## src/rtl/seg_pattern_monitor_if.sv

```systemverilog
// Segment-bus monitor interface: sampled pattern and strobes in, decoded digit and status out.
// The monitor side uses the slave modport; the stimulus/driver side uses master.
interface seg_pattern_monitor_if #(
    parameter int CNT_W = 8
);
    logic [6:0]       segments;
    logic             enable;
    logic             clear_err;
    logic [3:0]       digit;
    logic             valid;
    logic             new_digit;
    logic             bad_pattern;
    logic             step_err;
    logic [CNT_W-1:0] step_count;

    modport master (
        output segments, enable, clear_err,
        input  digit, valid, new_digit, bad_pattern, step_err, step_count
    );

    modport slave (
        input  segments, enable, clear_err,
        output digit, valid, new_digit, bad_pattern, step_err, step_count
    );
endinterface

```

## src/rtl/seg_pattern_monitor.sv

```systemverilog
// Debounces an active-low 7-segment bus, decodes stable patterns back to hex digits and
// checks +1 mod 16 stepping. Step checking (ref_ok/step_err/step_count) needs SEGMON_STEP_CHECK_EN.
module seg_pattern_monitor #(
    parameter int STABLE_CYCLES = 4,
    parameter int CNT_W         = 8
) (
    input  logic                   clk,
    input  logic                   clear,
    seg_pattern_monitor_if.slave   mon
);
    localparam int SW = (STABLE_CYCLES > 1) ? $clog2(STABLE_CYCLES) : 1;
    localparam logic [SW-1:0] STAB_MAX = SW'(STABLE_CYCLES - 1);
    localparam logic [6:0] BLANK = 7'h7F;
    localparam logic [6:0] SEG_TABLE [16] = '{
        7'h40, 7'h79, 7'h24, 7'h30, 7'h19, 7'h12, 7'h02, 7'h78,
        7'h00, 7'h18, 7'h08, 7'h03, 7'h46, 7'h21, 7'h06, 7'h0E
    };

    typedef enum logic [1:0] {IDLE, SETTLE, LOCKED} state_t;

    state_t        state_reg;
    logic [6:0]    samp_reg;
    logic [SW-1:0] stab_reg;
    logic [3:0]    digit_reg;
    logic          valid_reg;
    logic          new_digit_reg;
    logic          bad_reg;

    logic [15:0]   hit;
    logic [3:0]    dec_digit;
    logic          dec_hit;

    // One comparator per table entry; the table is one-hot so the encoder needs no priority.
    genvar gi;
    generate
        for (gi = 0; gi < 16; gi++) begin : g_dec
            assign hit[gi] = (samp_reg == SEG_TABLE[gi]);
        end
    endgenerate

    always_comb begin
        dec_digit = 4'd0;
        for (int i = 0; i < 16; i++) begin
            if (hit[i]) dec_digit = 4'(i);
        end
        dec_hit = |hit;
    end

`ifdef SEGMON_STEP_CHECK_EN
    logic             ref_ok_reg;
    logic             step_err_reg;
    logic [CNT_W-1:0] step_count_reg;
`endif

    always_ff @(posedge clk or negedge clear) begin
        if (!clear) begin
            state_reg      <= IDLE;
            samp_reg       <= BLANK;
            stab_reg       <= '0;
            digit_reg      <= 4'd0;
            valid_reg      <= 1'b0;
            new_digit_reg  <= 1'b0;
            bad_reg        <= 1'b0;
`ifdef SEGMON_STEP_CHECK_EN
            ref_ok_reg     <= 1'b0;
            step_err_reg   <= 1'b0;
            step_count_reg <= '0;
`endif
        end else begin
            new_digit_reg <= 1'b0;
            // Clear first; any error raised below on this edge overrides it.
            if (mon.clear_err) begin
                bad_reg <= 1'b0;
`ifdef SEGMON_STEP_CHECK_EN
                step_err_reg <= 1'b0;
`endif
            end
            if (mon.enable) begin
                if (mon.segments != samp_reg) begin
                    samp_reg  <= mon.segments;
                    stab_reg  <= '0;
                    state_reg <= SETTLE;
                end else if (state_reg == SETTLE) begin
                    if (stab_reg < STAB_MAX) begin
                        stab_reg <= stab_reg + 1'b1;
                    end else begin
                        state_reg <= LOCKED;
                        if (dec_hit) begin
                            if (!valid_reg || dec_digit != digit_reg) begin
                                digit_reg     <= dec_digit;
                                valid_reg     <= 1'b1;
                                new_digit_reg <= 1'b1;
`ifdef SEGMON_STEP_CHECK_EN
                                if (step_count_reg != {CNT_W{1'b1}})
                                    step_count_reg <= step_count_reg + 1'b1;
                                if (ref_ok_reg && dec_digit != digit_reg + 4'd1)
                                    step_err_reg <= 1'b1;
                                ref_ok_reg <= 1'b1;
`endif
                            end
                        end else if (samp_reg != BLANK) begin
                            bad_reg <= 1'b1;
                        end
`ifdef SEGMON_STEP_CHECK_EN
                        // A blank breaks the sequence: the next digit is not step-checked.
                        if (samp_reg == BLANK)
                            ref_ok_reg <= 1'b0;
`endif
                    end
                end
            end
        end
    end

    assign mon.digit       = digit_reg;
    assign mon.valid       = valid_reg;
    assign mon.new_digit   = new_digit_reg;
    assign mon.bad_pattern = bad_reg;
`ifdef SEGMON_STEP_CHECK_EN
    assign mon.step_err    = step_err_reg;
    assign mon.step_count  = step_count_reg;
`else
    assign mon.step_err    = 1'b0;
    assign mon.step_count  = {CNT_W{1'b0}};
`endif
endmodule

```

## src/flat_wrapper.sv

```systemverilog
// flat-port wrapper written by rule: the top's interface ports become plain ports
module seg_pattern_monitor_flat 
#(
    parameter int STABLE_CYCLES = 4,
    parameter int CNT_W         = 8
)
  (clk, clear, mon_segments, mon_enable, mon_clear_err, mon_digit, mon_valid, mon_new_digit, mon_bad_pattern, mon_step_err, mon_step_count);
  seg_pattern_monitor_if #(.CNT_W(CNT_W)) mon_i ();
  input  logic clk;
  input  logic clear;
  input wire logic [$bits(mon_i.segments)-1:0] mon_segments;
  input wire logic [$bits(mon_i.enable)-1:0] mon_enable;
  input wire logic [$bits(mon_i.clear_err)-1:0] mon_clear_err;
  output wire logic [$bits(mon_i.digit)-1:0] mon_digit;
  output wire logic [$bits(mon_i.valid)-1:0] mon_valid;
  output wire logic [$bits(mon_i.new_digit)-1:0] mon_new_digit;
  output wire logic [$bits(mon_i.bad_pattern)-1:0] mon_bad_pattern;
  output wire logic [$bits(mon_i.step_err)-1:0] mon_step_err;
  output wire logic [$bits(mon_i.step_count)-1:0] mon_step_count;
  assign mon_i.segments = mon_segments;
  assign mon_i.enable = mon_enable;
  assign mon_i.clear_err = mon_clear_err;
  assign mon_digit = mon_i.digit;
  assign mon_valid = mon_i.valid;
  assign mon_new_digit = mon_i.new_digit;
  assign mon_bad_pattern = mon_i.bad_pattern;
  assign mon_step_err = mon_i.step_err;
  assign mon_step_count = mon_i.step_count;
  seg_pattern_monitor #(.STABLE_CYCLES(STABLE_CYCLES), .CNT_W(CNT_W)) u_core (.clk(clk), .clear(clear), .mon(mon_i));
endmodule
```

## config.mk

```make
export PLATFORM = sky130hd
export DESIGN_NAME = seg_pattern_monitor_flat
export DESIGN_NICKNAME = d
export VERILOG_FILES = /design/src/rtl/seg_pattern_monitor_if.sv /design/src/rtl/seg_pattern_monitor.sv /design/src/flat_wrapper.sv
export SDC_FILE = /design/constraint.sdc
export NUM_CORES = 1
export LEC_CHECK = 0
export CORE_ASPECT_RATIO = 1.4
export CORE_MARGIN = 4
export CORE_UTILIZATION = 54
export DETAILED_ROUTE_END_ITERATION = 12
export GPL_ROUTABILITY_DRIVEN = 0
export PLACE_DENSITY = 0.94
export SLEW_MARGIN = 40
export SYNTH_ARGS = -nofsm -noshare
export SYNTH_HDL_FRONTEND = slang
export SYNTH_SLANG_ARGS = --single-unit
```

## constraint.sdc

```tcl
create_clock -name clk -period 3.7 [get_ports clk]
set_input_delay 0.74 -clock clk [delete_from_list [all_inputs] [get_ports clk]]
set_output_delay 0.74 -clock clk [all_outputs]
set_load 0.01 [all_outputs]
```

==> results.md <==
- Adder-cell share of the synthesized area: 0.00984
- Die area: 0.00321 sq mm
- Root buffer cell: clkbuf_4
- Remaining DRCs: 0
- M1 WL: 960 microns
- Worst min path class: input pin to asynchronous set/reset pin
- Max capacitance violation total: 0
- Die Height: 65.4 microns
- Commonest non-fill, non-tap cells in the layout: clkdlybuf4s50_1 (16), nand2_1 (13), dfrtp_1 (11)
- Worst-path clk slew: 0.11 ns
- First-pass GRT wire length: 3950 microns
- Outcome: finished, final reports clean
- CTS sink cnt: 18
- Clock network latency to the later pin of the worst-skew pair: 0.30 ns
- Reg2reg end: u_core.mon.digit[1]$_DFFE_PN0P_
- Complex-gate fraction of the synthesized area: 0.0896
- Metal2 WL: 1170 microns
- Largest family of logic cells by synthesized area: simple AND/OR/NAND/NOR gates
- Hold Violations, Final: 0
- Detailed placer's ending HPWL: 1770 microns
- Slew Limit Fails: 0
- Crit path kind: input pin to register
- Via density: 5.78
- Count of different cell masters after synthesis: 45
- Row cnt: 20
- PostCTS Resize Cnt: 0
- DP Worst Slack: 0.826 ns
- Most used DFF post-synth: dfrtp_1
- Boundary pin count: 27
- Max Fanout on Critical Path: 6
- Largest net degree at the start of global routing: 19
- Power per cell area: 322 mW/mm^2
- Area growth syn-to-layout: 8.86%
- Worst clock skew: 0.00562 ns
- Ys async rst share: 1.00
- Setup TNS: 0 ns
- Cell area after layout: 0.00138 sq mm
- Critical path arrival: 2.71 ns
- Mapped Avg Cell Area: 9.78 sq um
- Initial DRC Count: 19
- Final setup fails: 0
- Sequential area share after synthesis: 0.361
- Number of I/O port buffers: 17
- Mapped Area: 0.00127 sq mm
- Die width: 49.0 microns
- Synth area leaders: dfrtp_1 (22%), dfstp_2 (14%), buf_4 (7.1%)
- Peak VDD IR: 0.000306 V
- Cts bufs inserted: 3
- Minimum clock period: 2.52 ns
- Max FFs per register: 7
- Final Core Density: 0.628
- Setup WS post-layout: 1.18 ns
- Reg2Reg Depth: 6
- Core area: 0.00220 sq mm
- Via count: 942
- Ys Warns: 0
- Ant diodes: 0
- Crit end category: register
- Fraction of layout cells with a size suffix above 1: 0.163
- Post-CTS setup buffers: 0
- Critical path startpoint category: input pin
- Post-route ant nets: 0
- Period utilization: 0.681
- FMAX: 397 MHz
- Post-Synth XOR/XNOR Area: 0.0965
- CTS tree: done
- Vias in the first global route: 896
- WL met3: 94 microns
- Placed cell area: 0.00135 sq mm
- Top sig layer: met4
- Initial core utilization: 0.577
- Most common cell after layout, fill and taps aside: clkdlybuf4s50_1
- Share of the synthesized area in the top cell type: 0.217
- Synth Area in Simple Gates: 0.217
- Critical Path RT: 3.89 ns
- #FFs+latches synth: 18
- R2R setup slack: 1.36 ns
- Clock Tree Buf Depth: 2
- DR WL/cell: 14.0 microns
- Layout net count: 154
- Post-Route WL: 2280 microns
- Mux contribution to synthesized area: 0.0965
- Synth area leader: dfrtp_1
- Antenna violations before repair: 0
- CTS Hold Bufs: 0
- Post-Syn Instances: 130
- EDFF count, synth: 0
- RSZ-0062 raised after global routing: false
- Total grt overflow: 0
- Leak: 0.000587 uW
- Reg2reg start: u_core.samp_reg[5]$_DFFE_PN1P_
- TritonRoute pass-1 iters: 4
- CTS HTree Levels: 1
- Global Route Usage Sum: 0.158
Yosys cell counts, drive strengths merged (2+ instances only):
library cell and number:
nand3 2, buf 16, inv 4, mux2 10, nand2 13, or4 2, dfrtp 11, nor3 5
nand2b 3, o32ai 2, clkbuf 2, xor2 5, nor2b 2, a21oi 2, dfstp 7, xnor2 9
a2111oi 2, or3 2, nor4 3, o21ai 4, nand4 5, nor2 3
layout make-up:
type / instances / area [sq um]
clock buffers: 4 / 36.3
fillers: 186 / 818
inverters: 4 / 15.0
multi-input cells: 98 / 681
flip-flops and latches: 18 / 459
well taps: 22 / 27.5
repair buffers: 17 / 165
worst max-delay path, stage by stage:
cell	delay (ns)
clkdlybuf4s50_1	0.49
xnor2_1	0.12
nand4_1	0.12
nor4_1	0.36
nand4_1	0.22
nor2b_2	0.29
mux2_1	0.36
kinds of logic after synthesis:
family                     count (synthesis)
buffers and inverters                     22
muxes                                     11
AOI/OAI and AO/OA                         16
DFF                                       18
xor gates and xnor gates                  14
adders and majority gates                  1
other                                      1
and+or+nand+nor                           47
power breakdown:
part           switching (uW)  leakage [uW]  internal [uW]  total, uW
registers                29.1      0.000221            213        242
logic                    37.0      0.000345           42.8       79.8
clock network            63.4     0.0000210           60.0        123
total                     130      0.000587            315        445
stage by stage:
step / power (uW) / hold WS, ns / instances
floorplan: 315 / 0.444 / 138
global placement: 320 / 0.471 / 159
detailed placement: 325 / 0.502 / 159
CTS: 454 / 0.528 / 163
global route: 478 / 0.343 / 163
finish: 445 / 0.350 / 163
per-layer routing:
metal | up-vias | GRT usage
met5 | - | 0
met4 | 0 | 0.0741
met3 | 6 | 0.0340
met2 | 24 | 0.275
met1 | 451 | 0.181
li1 | 461 | -
worst max-delay path by stage:
| stage | start | endpoint | slack, ns | depth (start not counted) |
|---|---|---|---|---|
| 2_1_floorplan | mon_segments[3] | u_core.mon.digit[1]$_DFFE_PN0P_ | 1.58 | 6 |
| 3_3_place_gp | mon_segments[4] | u_core.mon.digit[3]$_DFFE_PN0P_ | 0.93 | 7 |
| 3_5_place_dp | mon_segments[4] | u_core.mon.digit[1]$_DFFE_PN0P_ | 0.83 | 7 |
| 4_1_cts | mon_segments[4] | u_core.mon.digit[1]$_DFFE_PN0P_ | 1.16 | 7 |
| 5_1_grt | mon_segments[4] | u_core.mon.digit[1]$_DFFE_PN0P_ | 0.95 | 7 |
| 6_report | mon_segments[4] | u_core.mon.digit[1]$_DFFE_PN0P_ | 1.18 | 7 |
(Power assumes the default switching activity.)
